[config.mk]
export PLATFORM = sky130hd
export DESIGN_NAME = jg3_sweep_ctrl_flat
export DESIGN_NICKNAME = d
export VERILOG_FILES = /design/src/rtl/jg3_sweep_ctrl_if.sv /design/src/rtl/jg3_sweep_ctrl.sv /design/src/flat_wrapper.sv
export SDC_FILE = /design/constraint.sdc
export NUM_CORES = 1
export LEC_CHECK = 0
export BUFFER_PORTS_ARGS = -buffer_cell sky130_fd_sc_hd__buf_2
export CORE_UTILIZATION = 53
export CTS_CLUSTER_SIZE = 12
export DETAILED_ROUTE_END_ITERATION = 12
export GPL_TIMING_DRIVEN = 1
export PLACE_DENSITY_LB_ADDON = 0.05
export SYNTH_ARGS = -nofsm -noshare
export SYNTH_HDL_FRONTEND = slang
export SYNTH_SLANG_ARGS = --single-unit
[constraint.sdc]
create_clock -name clk -period 2 [get_ports clk]
set_input_delay 0.2 -clock clk [delete_from_list [all_inputs] [get_ports clk]]
set_output_delay 0.2 -clock clk [all_outputs]
set_load 0.05 [all_outputs]
[src/rtl/jg3_sweep_ctrl_if.sv]
// Signal bundle between the lab top level and the JG3 sweep controller.
// master: lab top / JG3 side. slave: the sweep controller.
interface jg3_sweep_ctrl_if;
  logic       start;
  logic       mode;
  logic [2:0] abc_in;
  logic       x_in;
  logic       y_in;
  logic [2:0] abc_out;
  logic       busy;
  logic       done;
  logic [7:0] x_table;
  logic [7:0] y_table;
  logic [3:0] x_count;
  logic [3:0] y_count;

  modport master (
    output start, mode, abc_in, x_in, y_in,
    input  abc_out, busy, done, x_table, y_table, x_count, y_count
  );

  modport slave (
    input  start, mode, abc_in, x_in, y_in,
    output abc_out, busy, done, x_table, y_table, x_count, y_count
  );
endinterface

[src/rtl/jg3_sweep_ctrl.sv]
// JG3 sweep controller: steps the JG3 ABC input through all eight codes (or one
// selected code), holds each for SETTLE cycles, and records X/Y at the end of
// each hold into truth tables and ones-counts.
module jg3_sweep_ctrl #(
  parameter int unsigned SETTLE = 1  // hold cycles per code, 1..15
) (
  input logic               clk,
  input logic               rst_n,
  jg3_sweep_ctrl_if.slave   bus
);

  typedef enum logic [0:0] {StIdle, StRun} state_e;

  localparam logic [3:0] CntLast = 4'(SETTLE - 1);

  state_e     state_q, state_d;
  logic [3:0] cnt_q, cnt_d;
  logic [2:0] last_q, last_d;
  logic [2:0] abc_q, abc_d;
  logic       done_q, done_d;
  logic [7:0] x_table_q, x_table_d;
  logic [7:0] y_table_q, y_table_d;
  logic [3:0] x_count_q, x_count_d;
  logic [3:0] y_count_q, y_count_d;

  logic accept;
  logic capture;
  logic finish;

  // Decode run events: accepted start, capture edge, and final capture.
  always_comb begin
    accept  = (state_q == StIdle) && bus.start;
    capture = (state_q == StRun) && (cnt_q == CntLast);
    finish  = capture && (abc_q == last_q);
  end

  // State register.
  always_ff @(posedge clk or negedge rst_n) begin
    if (!rst_n) begin
      state_q <= StIdle;
    end else begin
      state_q <= state_d;
    end
  end

  // Next-state logic.
  always_comb begin
    state_d = state_q;
    unique case (state_q)
      StIdle:  if (accept) state_d = StRun;
      StRun:   if (finish) state_d = StIdle;
      default: state_d = StIdle;
    endcase
  end

  // Outputs: busy is exactly the RUN state, so it can never overlap done.
  always_comb begin
    bus.busy    = (state_q == StRun);
    bus.done    = done_q;
    bus.abc_out = abc_q;
    bus.x_table = x_table_q;
    bus.y_table = y_table_q;
    bus.x_count = x_count_q;
    bus.y_count = y_count_q;
  end

  // Datapath next-state: load on start, count the hold, capture and advance.
  always_comb begin
    cnt_d     = cnt_q;
    last_d    = last_q;
    abc_d     = abc_q;
    done_d    = 1'b0;
    x_table_d = x_table_q;
    y_table_d = y_table_q;
    x_count_d = x_count_q;
    y_count_d = y_count_q;

    if (accept) begin
      abc_d     = bus.mode ? bus.abc_in : 3'd0;
      last_d    = bus.mode ? bus.abc_in : 3'd7;
      cnt_d     = 4'd0;
      x_table_d = 8'd0;
      y_table_d = 8'd0;
      x_count_d = 4'd0;
      y_count_d = 4'd0;
    end else if (state_q == StRun) begin
      if (capture) begin
        x_table_d[abc_q] = bus.x_in;
        y_table_d[abc_q] = bus.y_in;
        x_count_d        = x_count_q + {3'd0, bus.x_in};
        y_count_d        = y_count_q + {3'd0, bus.y_in};
        if (finish) begin
          // Final code stays on abc_out after the run.
          done_d = 1'b1;
        end else begin
          abc_d = abc_q + 3'd1;
          cnt_d = 4'd0;
        end
      end else begin
        cnt_d = cnt_q + 4'd1;
      end
    end
  end

  // Datapath registers.
  always_ff @(posedge clk or negedge rst_n) begin
    if (!rst_n) begin
      cnt_q     <= 4'd0;
      last_q    <= 3'd0;
      abc_q     <= 3'd0;
      done_q    <= 1'b0;
      x_table_q <= 8'd0;
      y_table_q <= 8'd0;
      x_count_q <= 4'd0;
      y_count_q <= 4'd0;
    end else begin
      cnt_q     <= cnt_d;
      last_q    <= last_d;
      abc_q     <= abc_d;
      done_q    <= done_d;
      x_table_q <= x_table_d;
      y_table_q <= y_table_d;
      x_count_q <= x_count_d;
      y_count_q <= y_count_d;
    end
  end

endmodule

[src/flat_wrapper.sv]
// flat-port wrapper written by rule: the top's interface ports become plain ports
module jg3_sweep_ctrl_flat 
#(
  parameter int unsigned SETTLE = 1                                
)
  (clk, rst_n, bus_start, bus_mode, bus_abc_in, bus_x_in, bus_y_in, bus_abc_out, bus_busy, bus_done, bus_x_table, bus_y_table, bus_x_count, bus_y_count);
  jg3_sweep_ctrl_if bus_i ();
  input logic clk;
  input logic rst_n;
  input wire logic [$bits(bus_i.start)-1:0] bus_start;
  input wire logic [$bits(bus_i.mode)-1:0] bus_mode;
  input wire logic [$bits(bus_i.abc_in)-1:0] bus_abc_in;
  input wire logic [$bits(bus_i.x_in)-1:0] bus_x_in;
  input wire logic [$bits(bus_i.y_in)-1:0] bus_y_in;
  output wire logic [$bits(bus_i.abc_out)-1:0] bus_abc_out;
  output wire logic [$bits(bus_i.busy)-1:0] bus_busy;
  output wire logic [$bits(bus_i.done)-1:0] bus_done;
  output wire logic [$bits(bus_i.x_table)-1:0] bus_x_table;
  output wire logic [$bits(bus_i.y_table)-1:0] bus_y_table;
  output wire logic [$bits(bus_i.x_count)-1:0] bus_x_count;
  output wire logic [$bits(bus_i.y_count)-1:0] bus_y_count;
  assign bus_i.start = bus_start;
  assign bus_i.mode = bus_mode;
  assign bus_i.abc_in = bus_abc_in;
  assign bus_i.x_in = bus_x_in;
  assign bus_i.y_in = bus_y_in;
  assign bus_abc_out = bus_i.abc_out;
  assign bus_busy = bus_i.busy;
  assign bus_done = bus_i.done;
  assign bus_x_table = bus_i.x_table;
  assign bus_y_table = bus_i.y_table;
  assign bus_x_count = bus_i.x_count;
  assign bus_y_count = bus_i.y_count;
  jg3_sweep_ctrl #(.SETTLE(SETTLE)) u_core (.clk(clk), .rst_n(rst_n), .bus(bus_i));
endmodule
==> out/metrics.cfg <==
[critical_path]
worstPathCellList=inv_1 -> ha_1 -> nand4bb_1 -> buf_4 -> nor4_4 -> mux2i_1 -> o21ai_1
r2r_start=u_core.cnt_q[0]
critical_path.startpoint=u_core.cnt_q[0]
cp_slowest_stage_delay_ps=450
r2r_cells=7
crit_path_start_kind=flip-flop
end_kind=flip-flop
crit_cells=7
cp.required_ps=2230
crit_slowest_cell=dfrtp_1
crit_type=reg2reg
worstPathMaxFanout=9
path_delay_family=simple AND/OR/NAND/NOR gates
critical_path_arrival_ps=2050
path_buf_inv=2

[place]
detailed_place_hpwl_um=2480
place_congestion=0.799
pre_cts_ws_ps=222
io_buffer_count=37
dpl_cell_area_um2=2000

[min_path]
min_from=bus_abc_in[1]
holdPathStages=3
hold_class=in2reg

[pwr]
swShare_pct=52.5
power_w=0.00369
power.leakage_nw=1.08
p_comb_share_pct=55.3
p_sw_w=0.00194
internal_power_w=0.00176
power_frac_seq_pct=33.8
p_per_area_nw_per_um2=1790
ir_drop_mv=1.04
p_clk_share_pct=10.9

[grt]
grt_max_degree=37
grt-ovfl-total=0
antenna_found_initial=0
grt_first_pass_wirelength_um=5960
grt_usage_pct=22.9
grt_pass1_vias=1290

[clock_tree]
clock-sinks=36
clockBufferDepth=2
clkLatencyLatePin_ps=330
cts.clk_slew.worst_paths_ps=100
cts-root-buf=clkbuf_4
htree_levels=2
cts_made_buffers=5
cts_tree=yes
cts_setup_buffers=0

[timing]
hold_viol=0
setup_ws_ps=187
worst_pin_slew_ps=799
relSlewSlack_pct=46.8
min_period_over_period_pct=90.6
setup_tns_ps=0
timing.fmax_mhz=552
setup_viol=0
skew_ps=5.07
fin_crit_ps=1810
slew_viol_final=0
rsz0062_at_grt=false

[floorplanning]
io_pins=38
floorplan.initialDensity_pct=56.8
die-area_um2=3590
die_y_um=59.9
die_w_um=59.9
coreArea_um2=3130
num_rows=20

[detailed_routing]
ant_nets=0
dr.pass1.iters=4
wire_per_inst_um=14.3
vias_per_cell=5.27
route.vias.total=1322
wirelength_um=3590
route.detailed.drc=0
first_iter_violations=53

[synth]
async_flop_share_pct=100
yosys.area.top_type=dfrtp_1
synthFlopType=dfrtp_1
synth_nets=183
ys_ff_latch=36
synth_edf_count=0
yosys_warnings=0
yosys.cell_count.top_type=dfrtp_1
yosysSeqAreaShare_pct=50.7
syn_inst=167
syn_area_per_cell_um2=10.6
synth_commonest_cells=36 x dfrtp_1, 28 x nor2_1, 17 x mux2i_1, 17 x nand2_1, 10 x xor2_1
ys_top_cells_by_area=dfrtp_1 51%, mux2i_1 9.6%, nor2_1 5.9%
netlist_area_um2=1780
yosysTopAreaCellShare_pct=50.7
synth.distinct_cells=30

[layout]
ff_latch_area_um2=901
final_area_um2=2060
drive_gt1_share_pct=26.6
multiInputGateArea_um2=795
nNetsFinal=222
fill_cells=268
diodes=0
syn_to_final_growth_pct=16.3

[outcome]
status=finished clean

[run]
maxCapViolations=0

## placed cells by master, fill, tap and decap left out, types with 2 or more instances in the layout
master	count
o311ai_0	2
buf_2	37
ha_1	7
nand4b_1	2
nand3_1	9
nand4_1	3
nor2_1	28
o21ai_1	3
clkbuf_4	5
a31oi_1	3
mux2i_1	17
nand2_1	17
buf_4	5
clkbuf_1	2
xor2_1	10
dfrtp_1	36
inv_1	6
## metal layers
metal / track usage [%] / wire [um] / vias up
met5: 0 / 0 / -
met4: 8.31 / 52 / 0
met3: 6.71 / 140 / 7
met2: 36.5 / 1730 / 26
met1: 29.6 / 1660 / 644
li1: - / - / 645
## final timing paths
kind,endpoint,slack [ps]
min in group asynchronous,u_core.cnt_q[2],470
max reg2reg,u_core.cnt_q[1],190
max in group asynchronous,u_core.bus.x_table[0],1010
max,u_core.cnt_q[1],190
min reg2reg,u_core.bus.y_table[3],530
min,u_core.last_q[1],100
## tightest hold or removal path, delay by kind of cell
family                 cells  cell delay, ps
buffers and inverters      2             140
AOI/OAI and AO/OA          1              60
## state kept, by name, summed over array words and instances, names as in the netlist
register / flops
u_core.bus.y_table: 8
u_core.bus.abc_out: 3
u_core.bus.x_table: 8
u_core.bus.done: 1
u_core.bus.y_count: 4
u_core.bus.busy: 1
u_core.bus.x_count: 4
u_core.last_q: 3
u_core.cnt_q: 4
## cell type report
class / instances / share of cell area (%)
flip-flops and latches: 36 / 43.6
clock buffers: 8 / 2.85
repair buffers: 43 / 11.3
multi-input cells: 114 / 38.5
well taps: 44 / 2.67
inverters: 6 / 1.09
## power groups by stage
stage	Sequential, W	Clock [W]	Combinational, W
floorplan	0.00203	0	0.000816
global route	0.00129	0.000444	0.00222
CTS	0.00125	0.000412	0.00206
global placement	0.00125	0	0.00200
finish	0.00125	0.000403	0.00204
detailed placement	0.00126	0	0.00205
## cell families after synthesis
| group | share of synthesized area [%] |
|---|---|
| and+or+nand+nor | 20.2 |
| DFF | 50.7 |
| buffers and inverters | 4.65 |
| muxes | 9.58 |
| AOI/OAI and AO/OA | 5.00 |
| xor gates and xnor gates | 4.93 |
| adders and majority gates | 4.93 |
## through the flow
stage / hold WS, ps / util (%) / instances
3_5_place_dp: 327 / 63.8 / 242
2_1_floorplan: -95.6 / - / 167
4_1_cts: 89.6 / 66.0 / 251
6_report: 101 / 66.0 / 251
3_3_place_gp: 320 / 63.8 / 242
5_1_grt: 95.9 / 66.0 / 251
## what timing repair did
action	in CTS	in global routing
resized for setup	0	0
endpoints found under the hold margin	36	0
hold buffers	1	0
(Power assumes the default switching activity.)
